### config.mk
export PLATFORM = sky130hd
export DESIGN_NAME = digit_timebase
export DESIGN_NICKNAME = d
export VERILOG_FILES = /design/src/rtl/seg_timing_pkg.sv /design/src/rtl/tick_prescaler.sv /design/src/rtl/digit_timebase.sv
export SDC_FILE = /design/constraint.sdc
export NUM_CORES = 1
export LEC_CHECK = 0
export BUFFER_PORTS_ARGS = -buffer_cell sky130_fd_sc_hd__buf_2
export CORE_UTILIZATION = 25
export CTS_CLUSTER_DIAMETER = 30
export CTS_CLUSTER_SIZE = 10
export DETAILED_ROUTE_END_ITERATION = 7
export PLACE_DENSITY = 0.52
export SLEW_MARGIN = 20
export SYNTH_ARGS = -nofsm -noshare
export SYNTH_HDL_FRONTEND = slang
export SYNTH_SLANG_ARGS = --single-unit
### constraint.sdc
create_clock -name clk -period 3.9 [get_ports clk]
set_clock_uncertainty 0.05 [all_clocks]
set_input_delay 0.78 -clock clk [delete_from_list [all_inputs] [get_ports clk]]
set_output_delay 0.78 -clock clk [all_outputs]
set_load 0.01 [all_outputs]
### src/rtl/seg_timing_pkg.sv
// Shared widths, default prescaler compare and the switch-to-compare mapping
// for the seven-segment seconds timebase.
// Latency: n/a (constants and a pure function). Backpressure: n/a.
package seg_timing_pkg;

  localparam int unsigned COUNT_W = 24;
  localparam int unsigned DIGIT_W = 4;

  // One second at the 10 MHz system clock.
  localparam logic [COUNT_W-1:0] MAX_COUNT_DEFAULT = 24'd10_000_000;

  // Zero on the switches selects the default; otherwise each switch step is
  // 1024 cycles, so the smallest programmable period is 1024.
  function automatic logic [COUNT_W-1:0] compare_of(
    input logic [7:0]         sel,
    input logic [COUNT_W-1:0] dflt
  );
    return (sel == 8'd0) ? dflt : {6'b0, sel, 10'b0};
  endfunction

endpackage

### src/rtl/tick_prescaler.sv
// Prescaler: counts enabled cycles up to a programmable compare, emits a 1-cycle tick.
// Latency: first tick is registered on the compare-th enabled edge after reset/clear.
// Backpressure: none; ena low freezes the count and suppresses tick.
//
// Ports:
//   clk, reset (sync, active-high), ena (count enable), clear (sync clear)
//   compare [COUNT_W]  period in cycles (must be nonzero)
//   tick               registered one-cycle pulse on terminal count
//   count   [COUNT_W]  current prescaler value
module tick_prescaler
  import seg_timing_pkg::*;
(
  input  logic               clk,
  input  logic               reset,
  input  logic               ena,
  input  logic               clear,
  input  logic [COUNT_W-1:0] compare,
  output logic               tick,
  output logic [COUNT_W-1:0] count
);

  logic [COUNT_W-1:0] count_q, count_d;
  logic               tick_q,  tick_d;
  logic               terminal;

  // >= rather than == so that lowering compare below the current count ends
  // the period on the next enabled edge instead of rolling through 2^24.
  assign terminal = (count_q >= (compare - COUNT_W'(1)));

  always_comb begin
    count_d = count_q;
    tick_d  = 1'b0;
    if (clear) begin
      count_d = '0;
    end else if (ena) begin
      if (terminal) begin
        count_d = '0;
        tick_d  = 1'b1;
      end else begin
        count_d = count_q + COUNT_W'(1);
      end
    end
  end

  always_ff @(posedge clk) begin
    if (reset) begin
      count_q <= '0;
      tick_q  <= 1'b0;
    end else begin
      count_q <= count_d;
      tick_q  <= tick_d;
    end
  end

  assign tick  = tick_q;
  assign count = count_q;

endmodule

### src/rtl/digit_timebase.sv
// Timebase and digit counter feeding the seg7 decoder: advances a digit once per prescaler period.
// Latency: digit, tick and wrap update on the same edge; first tick after compare enabled edges.
// Backpressure: none; ena low freezes prescaler and digit and holds tick/wrap low.
//
// Ports:
//   clk, reset (sync, active-high), ena, clear (sync digit+prescaler clear)
//   compare_sel [8]  switch value, 0 selects MAX_COUNT, else sel*1024
//   digit [4]        current digit, tick/wrap one-cycle pulses, count_low = prescaler[7:0]
// Build option: define DIGIT_HEX_EN for a 0..15 hex digit (DIGIT_MAX unused then).
module digit_timebase
  import seg_timing_pkg::*;
#(
  parameter logic [COUNT_W-1:0] MAX_COUNT = MAX_COUNT_DEFAULT,
  parameter logic [DIGIT_W-1:0] DIGIT_MAX = 4'd9
) (
  input  logic               clk,
  input  logic               reset,
  input  logic               ena,
  input  logic               clear,
  input  logic [7:0]         compare_sel,
  output logic [DIGIT_W-1:0] digit,
  output logic               tick,
  output logic               wrap,
  output logic [7:0]         count_low
);

  logic [COUNT_W-1:0] compare;
  logic [COUNT_W-1:0] count;
  logic               advance;
  logic               last_digit;

  logic [DIGIT_W-1:0] digit_q, digit_d;
  logic               wrap_q,  wrap_d;

  assign compare = compare_of(compare_sel, MAX_COUNT);

  tick_prescaler u_prescaler (
    .clk     (clk),
    .reset   (reset),
    .ena     (ena),
    .clear   (clear),
    .compare (compare),
    .tick    (tick),
    .count   (count)
  );

  // Same terminal test as the prescaler, evaluated here so the digit moves on
  // the very edge that registers tick.
  assign advance = ena && !clear && (count >= (compare - COUNT_W'(1)));

`ifdef DIGIT_HEX_EN
  assign last_digit = (digit_q == {DIGIT_W{1'b1}});
`else
  // >= so an out-of-range digit still returns to 0 on the next tick.
  assign last_digit = (digit_q >= DIGIT_MAX);
`endif

  always_comb begin
    digit_d = digit_q;
    wrap_d  = 1'b0;
    if (clear) begin
      digit_d = '0;
    end else if (advance) begin
      if (last_digit) begin
        digit_d = '0;
        wrap_d  = 1'b1;
      end else begin
        digit_d = digit_q + DIGIT_W'(1);
      end
    end
  end

  always_ff @(posedge clk) begin
    if (reset) begin
      digit_q <= '0;
      wrap_q  <= 1'b0;
    end else begin
      digit_q <= digit_d;
      wrap_q  <= wrap_d;
    end
  end

  assign digit     = digit_q;
  assign wrap      = wrap_q;
  assign count_low = count[7:0];

endmodule

**Yosys cells after proc, flatten, opt, wreduce, memory -nomap -nowiden**

Cells that the tools add are included.
W data, S select, Z words.

- Register bits after elaboration: 30
- Output and inout port bits: 14

- Reduce and logical (&&, ||, !) cells: 7
- Bitwise logic cells: 2
- $add $sub $neg: 3
- Magnitude comparators: 2
- Mux-type cells: 5

Operator list:

| operator | number |
|---|---|
| $mux W24 | 2 |
| $add A24 B1 Y24 const B | 1 |
| $ge A24 B24 Y1 | 1 |
| $sub A24 B1 Y24 const B | 1 |
| $logic_not A8 Y1 | 1 |
| $reduce_or A3 Y1 | 2 |
| $add A4 B1 Y4 const B | 1 |
| $ge A4 B4 Y1 const B | 1 |
| $mux W4 | 1 |
| $logic_and A1 B1 Y1 | 2 |
| $mux W1 | 2 |
| $not A1 Y1 | 2 |
| $reduce_or A2 Y1 | 1 |
| $logic_not A1 Y1 | 1 |

**Logic depth before layout (Yosys ltp)**

Gate-level depths: netlist (run 1).

- Depth in word-level cells: 7
- Gate-level depth with buffers: 12
- Mapped depth without buffers: 11

**Hierarchy**

From an unflattened synthesis (run 1), not the netlist that was laid out.

- Cell total of the unflattened synthesis: 350
- Area total of the unflattened synthesis: 2861.5 um^2

By module, submodules not included:

| module | cells each | area each (um^2) | times used | seq. area each (um^2) |
|---|---|---|---|---|
| tick_prescaler | 245 | 2059.5 | 1 | 500.5 |
| digit_timebase | 105 | 802.0 | 1 | 100.1 |

**Worst setup path before layout (run 1)**

Ideal clock, no wire load.

- Path kind: input port to flip-flop
- From: input compare_sel[2]
- To: register u_prescaler.count_q[19], in the netlist u_prescaler.count[19]
- Path slack: 0.363 ns
- Cell stages on the path: 11
- Setup time: 0.134 ns
- Data required time: 3.716 ns
- Arrival time: 3.353 ns
- Path buffers: 1
- Cells stage by stage: or3_4 > or4_4 > nor3_4 > inv_1 > ha_1 > nand4_1 > nor3_4 > o21ai_1 > a31oi_4 > buf_6 > nor3_1

- Longest elaborated chain between the ends: 5

RTL lines:

| item | RTL line | text |
|---|---|---|
| start: declaration | digit_timebase.sv:20 | `input logic [7:0] compare_sel,` |
| $logic_not A8 Y1 | seg_timing_pkg.sv:18 | `return (sel == 8'd0) ? dflt : {6'b0, sel, 10'b0};` |
| $mux W24 (*) | seg_timing_pkg.sv:18 |  |
| $sub A24 B1 Y24 (*) | tick_prescaler.sv:28 | `assign terminal = (count_q >= (compare - COUNT_W'(1)));` |
| $ge A24 B24 Y1 (*) | tick_prescaler.sv:28 |  |
| $mux W24 (*) | tick_prescaler.sv:36 | `if (terminal) begin` |
| end signal: assignment | tick_prescaler.sv:50 | `count_q <= count_d;` |
| end: declaration | tick_prescaler.sv:22 | `logic [COUNT_W-1:0] count_q, count_d;` |

Mark *: on every way between the ends. The rest lies on a longest branch, timed or not.
A chain may end at the register's enable or synchronous reset.

**Worst setup path after layout (run 1)**

- From: input compare_sel[1]
- To: register digit_q[0], in the netlist digit[0]

- Longest elaborated chain between the ends: 5

RTL lines:

| item | RTL line | text |
|---|---|---|
| $logic_not A8 Y1 | seg_timing_pkg.sv:18 |  |
| $mux W24 (*) | seg_timing_pkg.sv:18 |  |
| $sub A24 B1 Y24 (*) | digit_timebase.sv:49 | `assign advance = ena && !clear && (count >= (compare - COUNT_W'(1)));` |
| $ge A24 B24 Y1 (*) | digit_timebase.sv:49 |  |
| $logic_and A1 B1 Y1 (*) | digit_timebase.sv:49 |  |
| end signal: assignment | digit_timebase.sv:78 | `digit_q <= digit_d;` |
| end: declaration | digit_timebase.sv:32 | `logic [DIGIT_W-1:0] digit_q, digit_d;` |

Marked as above.

==> summary.md, run 1 <==
| Metric | Value |
|---|---|
| Hold crit path type | flop to flop |
| CTS root buffer | clkbuf_8 |
| Routed len/inst | between 10 and 15 um |
| # hold bufs at CTS | 0 |
| Pleak | between 0.0008 and 0.0009 uW |
| Post_cts resized | 0 |
| Clk_lat worst skew | roughly 0.27 ns |
| DIE AREA | 0.00866 mm2 |
| IO buf count | 25 |
| Max Slew Vio Count | 0 |
| Final setup viols | 0 |
| Antenna violations before repair | 0 |
| DIE WIDTH | between 90 and 100 um |
| Clock Sink Count | 30 |
| DP HPWL | roughly 3.7 mm |
| WS Path Type | primary input to flop |
| Slew margin rel. | between 50% and 60% |
| CTS tree | done |
| First-pass GRT wire length | just over 8 mm |
| Crit path arrival time | ~3.7 ns |
| Clk buf depth | 2 |
| Routed WL | between 4 and 5 mm |
| Length of the first detailed-routing pass in iterations | 4 |
| Max cap viols | 0 |
| Routability cong. | ~0.80 |
| Register area share after synthesis | between 20 and 30% |
| Vias | roughly 1800 |
| Critical Path Sink Type | flop |
| CP max-delay cell | or4_4 |
| Max IR drop VDD | around 0.11 mV |
| Synth cell types | 49 |
| Crit start category | primary input |
| RSZ-0062 raised after global routing | false |
| Die Ht | a little over 90 um |
| Crit-path cells | buf_2 -> or3_4 -> or4_4 -> nor3_4 -> buf_4 -> inv_1 -> ha_1 -> nand4_1 -> nor3_4 -> a311oi_4 -> a31oi_4 -> buf_4 -> mux2i_1 |
| Starting DRT DRC Count | slightly below 80 |
| Setup bufs post-CTS | 0 |
| # nets final | 292 |
| Hold WS | between 0.4 and 0.5 ns |
| Status | finished, final reports clean |
| Actual slew at the worst max-slew pin | between 0.6 and 0.7 ns |
| Vias in the first global route | 1714 |
| Final Hold Viols | 0 |
| Starting Density | 26.3% |
| Period utilisation layout | 91.2% |
| Buf+Inv Stages, Crit Path | 4 |
| Layout cells sized above 1 | approximately a fifth |
| Ant. Diodes | 0 |
| # DRC | 0 |
| Crit path time final | 3.56 ns |
| Most frequent cells in the layout | dfxtp_1 (30), nor3_1 (28), buf_2 (25), ha_1 (20), xnor2_1 (16) |
| Largest net degree at the start of global routing | 30 |
| Mapped Area | between 0.002 and 0.0025 mm2 |
| Crit path max-delay family | simple AND/OR/NAND/NOR gates |
| Critical path peak fanout | 6 |
| Post-DRT Antenna Nets | 0 |
| Fillers | between 800 and 900 |
| PwrDens | roughly 250 mW/mm2 |
| Clock transition at the registers of the reported paths | 0.06 ns |
| Most common cell after layout, fill and taps aside | dfxtp_1 |
| Core area | about 0.0079 mm2 |
| Setup ws final | 0.342 ns |
| Synthesized instance count | 236 |
| Post-place setup slack | slightly above 0.05 ns |
| Remaining Overflow, GRT | 0 |
| Vias per cell | between 4 and 5 |
| Setup TNS | 0 ns |
| Max Clk Rate | 0.281 GHz |
| Area Growth Syn to Fin | 13.7% |
| GRT Resource Usage Total | about 12% |
| CP max stage delay | 0.46 ns |
| Avg Inst Size Synth | 8.78 um2 |
| #FFs+latches synth | 30 |
| Synth warnings | 0 |
| Std cell rows | 32 |
| Worst path required time | between 4 and 5 ns |
| TritonCTS buffer count | 5 |
| # H-tree levels | 2 |
| I/O pin cnt | 26 |
## final timing paths
path                                            from                    to  slack (ns)  depth (start not counted)
worst max-delay path                  compare_sel[1]              digit[0]        0.34                         13
worst min-delay path                        digit[1]              digit[1]        0.47                          2
worst max register to register  u_prescaler.count[7]  u_prescaler.count[5]        1.85                          7
worst min register to register              digit[1]              digit[1]        0.47                          2
## layer usage
layer  routed length (um)  GRT usage [%]  vias to the layer above  share of wire (%)
met4                   68           3.21                        0                1.4
met5                    0              0                        -                  0
met2                 2350           21.1                       43                 48
li1                     -              -                      901                  -
met3                  224           3.17                        6                4.5
met1                 2280           14.5                      851                 46
## where the power goes
part | total (uW) | internal, uW | switching [uW]
clock network | 232 | 123 | 110
registers | 308 | 307 | 1.02
logic | 39.6 | 14.8 | 24.8
total | 580 | 444 | 135
## synthesized netlist by cell type (all sizes together)
cell type / number / area (um2)
nand4b: 1 / 8.76
nor2: 9 / 33.8
o21bai: 1 / 7.51
conb: 1 / 3.75
xor2: 6 / 52.6
a31oi: 3 / 33.8
or2: 2 / 12.5
o2bb2ai: 1 / 8.76
and4: 4 / 37.5
mux2i: 2 / 20.0
dfxtp: 30 / 601
a221oi: 1 / 8.76
nor3: 33 / 203
and2: 4 / 26.3
and3: 3 / 18.8
nor3b: 3 / 22.5
buf: 11 / 87.6
or4: 1 / 11.3
o21a: 1 / 7.51
inv: 8 / 30.0
or3: 2 / 17.5
clkbuf: 4 / 15.0
nand2: 14 / 52.6
nand4: 13 / 93.8
ha: 20 / 250
nor4b: 3 / 26.3
a311o: 1 / 10.0
nand3: 10 / 55.1
xnor2: 16 / 140
o2111ai: 1 / 8.76
a21boi: 2 / 15.0
a21oi: 14 / 73.8
o21ai: 8 / 40.0
a311oi: 1 / 26.3
nor4: 1 / 6.26
nand3b: 1 / 7.51
## worst register-to-register path, delay by kind of cell (launching register included)
| family | cells | cell delay [ns] |
|---|---|---|
| and+or+nand+nor | 2 | 0.29 |
| DFF | 1 | 0.52 |
| adders and majority gates | 1 | 0.31 |
| AOI/OAI and AO/OA | 3 | 0.64 |
| buffers and inverters | 1 | 0.18 |
## registers in the layout, summed over array words and instances, names as in the netlist
| signal | flops |
|---|---|
| wrap | 1 |
| u_prescaler.tick | 1 |
| u_prescaler.count | 24 |
| digit | 4 |
## final cells by class
class	instances	area [um2]	area share, %
Tap cell	102	128	5.41
Inverter	8	30.0	1.27
Multi-Input combinational cell	185	1350	57.2
Sequential cell	30	601	25.5
Clock buffer	7	76.3	3.24
Timing Repair Buffer	30	175	7.43
## through the flow
step                      area (um2)  util (%)  power, uW  instances
after detailed placement        2280      28.9        355        355
after global placement          2280      28.9        354        355
after CTS                       2360      29.9        587        362
after global routing            2360      29.9        612        362
final                           2360      29.9        580        362
after floorplan                 2080         -        340        238
## cells by family after synthesis
family                   synth area share [%]
AO/OA/AOI/OAI                            11.6
XOR/XNOR                                 9.29
adder cells (fa/ha/maj)                  12.1
buffers and inverters                    6.40
flip-flops                               29.0
multiplexers                            0.966
other                                   0.181
AND/OR/NAND/NOR                          30.5
Note: power is estimated with default switching activity, not from simulation.
==> run 2: changes to the inputs <==
--- a/config.mk
+++ b/config.mk
@@ -8,2 +8,3 @@
 export BUFFER_PORTS_ARGS = -buffer_cell sky130_fd_sc_hd__buf_2
+export CAP_MARGIN = 20
 export CORE_UTILIZATION = 25
==> constraint.sdc (replaced) <==
create_clock -name clk -period 3.9 [get_ports clk]
set_clock_uncertainty 0.05 [all_clocks]
set_input_delay 0.585 -clock clk [delete_from_list [all_inputs] [get_ports clk]]
set_output_delay 0.585 -clock clk [all_outputs]
set_load 0.01 [all_outputs]
==> summary.md, run 2 (same netlist as run 1, synthesis figures left out) <==
| Metric | Value |
|---|---|
| Buf+Inv Stages, Crit Path | 3 (-1) |
| Core area | 0.00789 mm2 (unchanged) |
| # H-tree levels | 2 (unchanged) |
| Most frequent cells in the layout | dfxtp_1 (30), nor3_1 (28), buf_2 (25), ha_1 (20), xnor2_1 (16) |
| PwrDens | 257 mW/mm2 (+4.6%) |
| Clk_lat worst skew | 0.28 ns (about the same) |
| Post-DRT Antenna Nets | 0 (unchanged) |
| DIE WIDTH | 93.1 um (unchanged) |
| Crit path time final | 3.40 ns (-0.156 ns) |
| Setup TNS | 0 ns (unchanged) |
| Antenna violations before repair | 0 (unchanged) |
| Worst path required time | 4.06 ns (about the same) |
| R2R Setup Slk | 1.78 ns (-0.07 ns) |
| Remaining Overflow, GRT | 0 (unchanged) |
| Setup ws final | 0.497 ns (+0.156 ns) |
| CTS root buffer | clkbuf_8 |
| Post_cts resized | 0 (unchanged) |
| IO buf count | 25 (unchanged) |
| TritonCTS buffer count | 5 (unchanged) |
| Internal power | 464 uW (+4.4%) |
| RSZ-0062 raised after global routing | false |
| Die Ht | 93.1 um (unchanged) |
| Crit path arrival time | 3.57 ns (-0.14 ns) |
| Period utilisation layout | 87.3% (-4.0 points) |
| Worst r2r path cells | 7 (unchanged) |
| Clock Sink Count | 30 (unchanged) |
| First-pass GRT wire length | 7.97 mm (-2.9%) |
| Critical path peak fanout | 7 (+1) |
| # nets final | 292 (unchanged) |
| Slew margin rel. | 59.1% (-0.54 points) |
| Status | finished, final reports clean |
| CP Capture Point | digit[0] |
| Max Slew Vio Count | 0 (unchanged) |
| Std cell rows | 32 (unchanged) |
| Setup bufs post-CTS | 0 (unchanged) |
| RR Startpoint | u_prescaler.count[0] |
| CTS tree | done |
| Clk buf depth | 2 (unchanged) |
| Starting Density | 26.3% (unchanged) |
| Reg-to-Reg End | digit[0] |
| Layout cells sized above 1 | 21.1% (+0.69 points) |
| Crit start category | primary input |
| Largest net degree at the start of global routing | 30 (unchanged) |
| CP max-delay cell | or4_4 |
| Max Clk Rate | 0.294 GHz (+4.6%) |
| Crit path max-delay family | simple AND/OR/NAND/NOR gates |
| Most common cell after layout, fill and taps aside | dfxtp_1 |
| Critical Path Start | compare_sel[2] |
| Critical Path Sink Type | flop |
| Power share of the sequential group | 50.4% (-2.7 points) |
| GRT Resource Usage Total | 11.8% (-0.26 points) |
| Max reg flops | 24 (unchanged) |
| Routability cong. | 0.805 (+0.17%) |
| Length of the first detailed-routing pass in iterations | 4 (unchanged) |
| CP Depth | 12 (-1) |
| Post-place setup slack | 0.181 ns (+0.129 ns) |
| Ant. Diodes | 0 (unchanged) |
| Pleak | 0.000861 uW (+1.2%) |
| Placement Cell Area | 0.00228 mm2 (unchanged) |
| Sw frac | 24.0% (+0.64 points) |
| Hold crit path type | flop to flop |
| Vias | 1766 (-1.9%) |
| Crit-path cells | buf_2 -> or3_4 -> or4_4 -> nor3_4 -> inv_1 -> ha_1 -> nand4_1 -> nor3_4 -> o21ai_1 -> a31oi_4 -> buf_4 -> mux2i_1 |
| Final Hold Viols | 0 (unchanged) |
| Post-layout util | 30.1% (+0.19 points) |
| Vias per cell | 4.87 (-2.2%) |
| Vias in the first global route | 1638 (-4.4%) |
| WS Path Type | primary input to flop |
| # hold bufs at CTS | 0 (unchanged) |
| Starting DRT DRC Count | 57 (-28%) |
| DP HPWL | 3.66 mm (-0.99%) |
| Area Growth Syn to Fin | 14.4% |
| Actual slew at the worst max-slew pin | 0.614 ns (+0.00805 ns) |
| Design area | 0.00237 mm2 (+0.64%) |
| Max cap viols | 0 (unchanged) |
| Final setup viols | 0 (unchanged) |
| Max IR drop VDD | 0.118 mV (+8.6%) |
| Crit-path most repeated cell | nor3_4 |
| DIE AREA | 0.00866 mm2 (unchanged) |
| Psw | 147 uW (+8.1%) |
| CP max stage delay | 0.46 ns (about the same) |
| I/O pin cnt | 26 (unchanged) |
| # DRC | 0 (unchanged) |
| Comb power frac | 6.3% (-0.5 points) |
| Clk pwr share | 43.3% (+3.2 points) |
| Routed len/inst | 13.3 um (-2.6%) |
| Routed WL | 4.82 mm (-2.4%) |
| Clock transition at the registers of the reported paths | 0.06 ns (about the same) |
run 2: cell types whose count changed in the layout (fill, tap and decap cells not counted), sizes merged:
cell | before | now
clkinv | 0 | 1
run 2: worst min-delay path, delay by kind of cell (launching register included):
family          cells  cell delay, ns
flops               1            0.35
simple gates        1            0.07
compound gates      1            0.05
run 2: worst min-delay path by stage:
| stage | start | to | slack [ns] | depth (start not counted) |
|---|---|---|---|---|
| global placement | u_prescaler.count[1] | u_prescaler.count[1] | 0.46 | 2 |
| detailed placement | u_prescaler.count[1] | u_prescaler.count[1] | 0.46 | 2 |
| global route | digit[2] | digit[2] | 0.50 | 2 |
| finish | digit[2] | digit[2] | 0.47 | 2 |
| CTS | u_prescaler.count[1] | u_prescaler.count[1] | 0.47 | 2 |
| floorplan | u_prescaler.count[1] | u_prescaler.count[1] | 0.43 | 2 |
run 2: power by group through the flow:
| stage | sequential [uW] | combinational [uW] | clock [uW] |
|---|---|---|---|
| floorplan | 314 | 25.5 | 0 |
| global placement | 315 | 38.6 | 0 |
| detailed placement | 315 | 38.6 | 0 |
| CTS | 308 | 38.8 | 271 |
| global route | 308 | 43.2 | 290 |
| finish | 308 | 38.5 | 264 |
run 2: final cells by class:
class	instances	area [um2]
inverter	8	30.0
fill	849	5520
multi-input combinational	185	1350
sequential	30	601
timing repair buffer	30	175
clock buffer	7	86.3
clock inverter	1	5.00
tap	102	128
run 2: layer usage:
metal	vias to the layer above	share of wire (%)	GRT usage [%]
met5	-	0	0
met4	0	1.5	4.49
met3	7	3.0	2.85
met2	21	47	19.1
met1	835	48	15.1
li1	903	-	-
run 2: through the flow:
step	total power [uW]	hold slack (ns)	cells
after CTS	618	0.474	363
after global placement	353	0.464	355
after floorplan	340	0.430	238
final	610	0.466	363
after global routing	641	0.496	363
after detailed placement	353	0.462	355
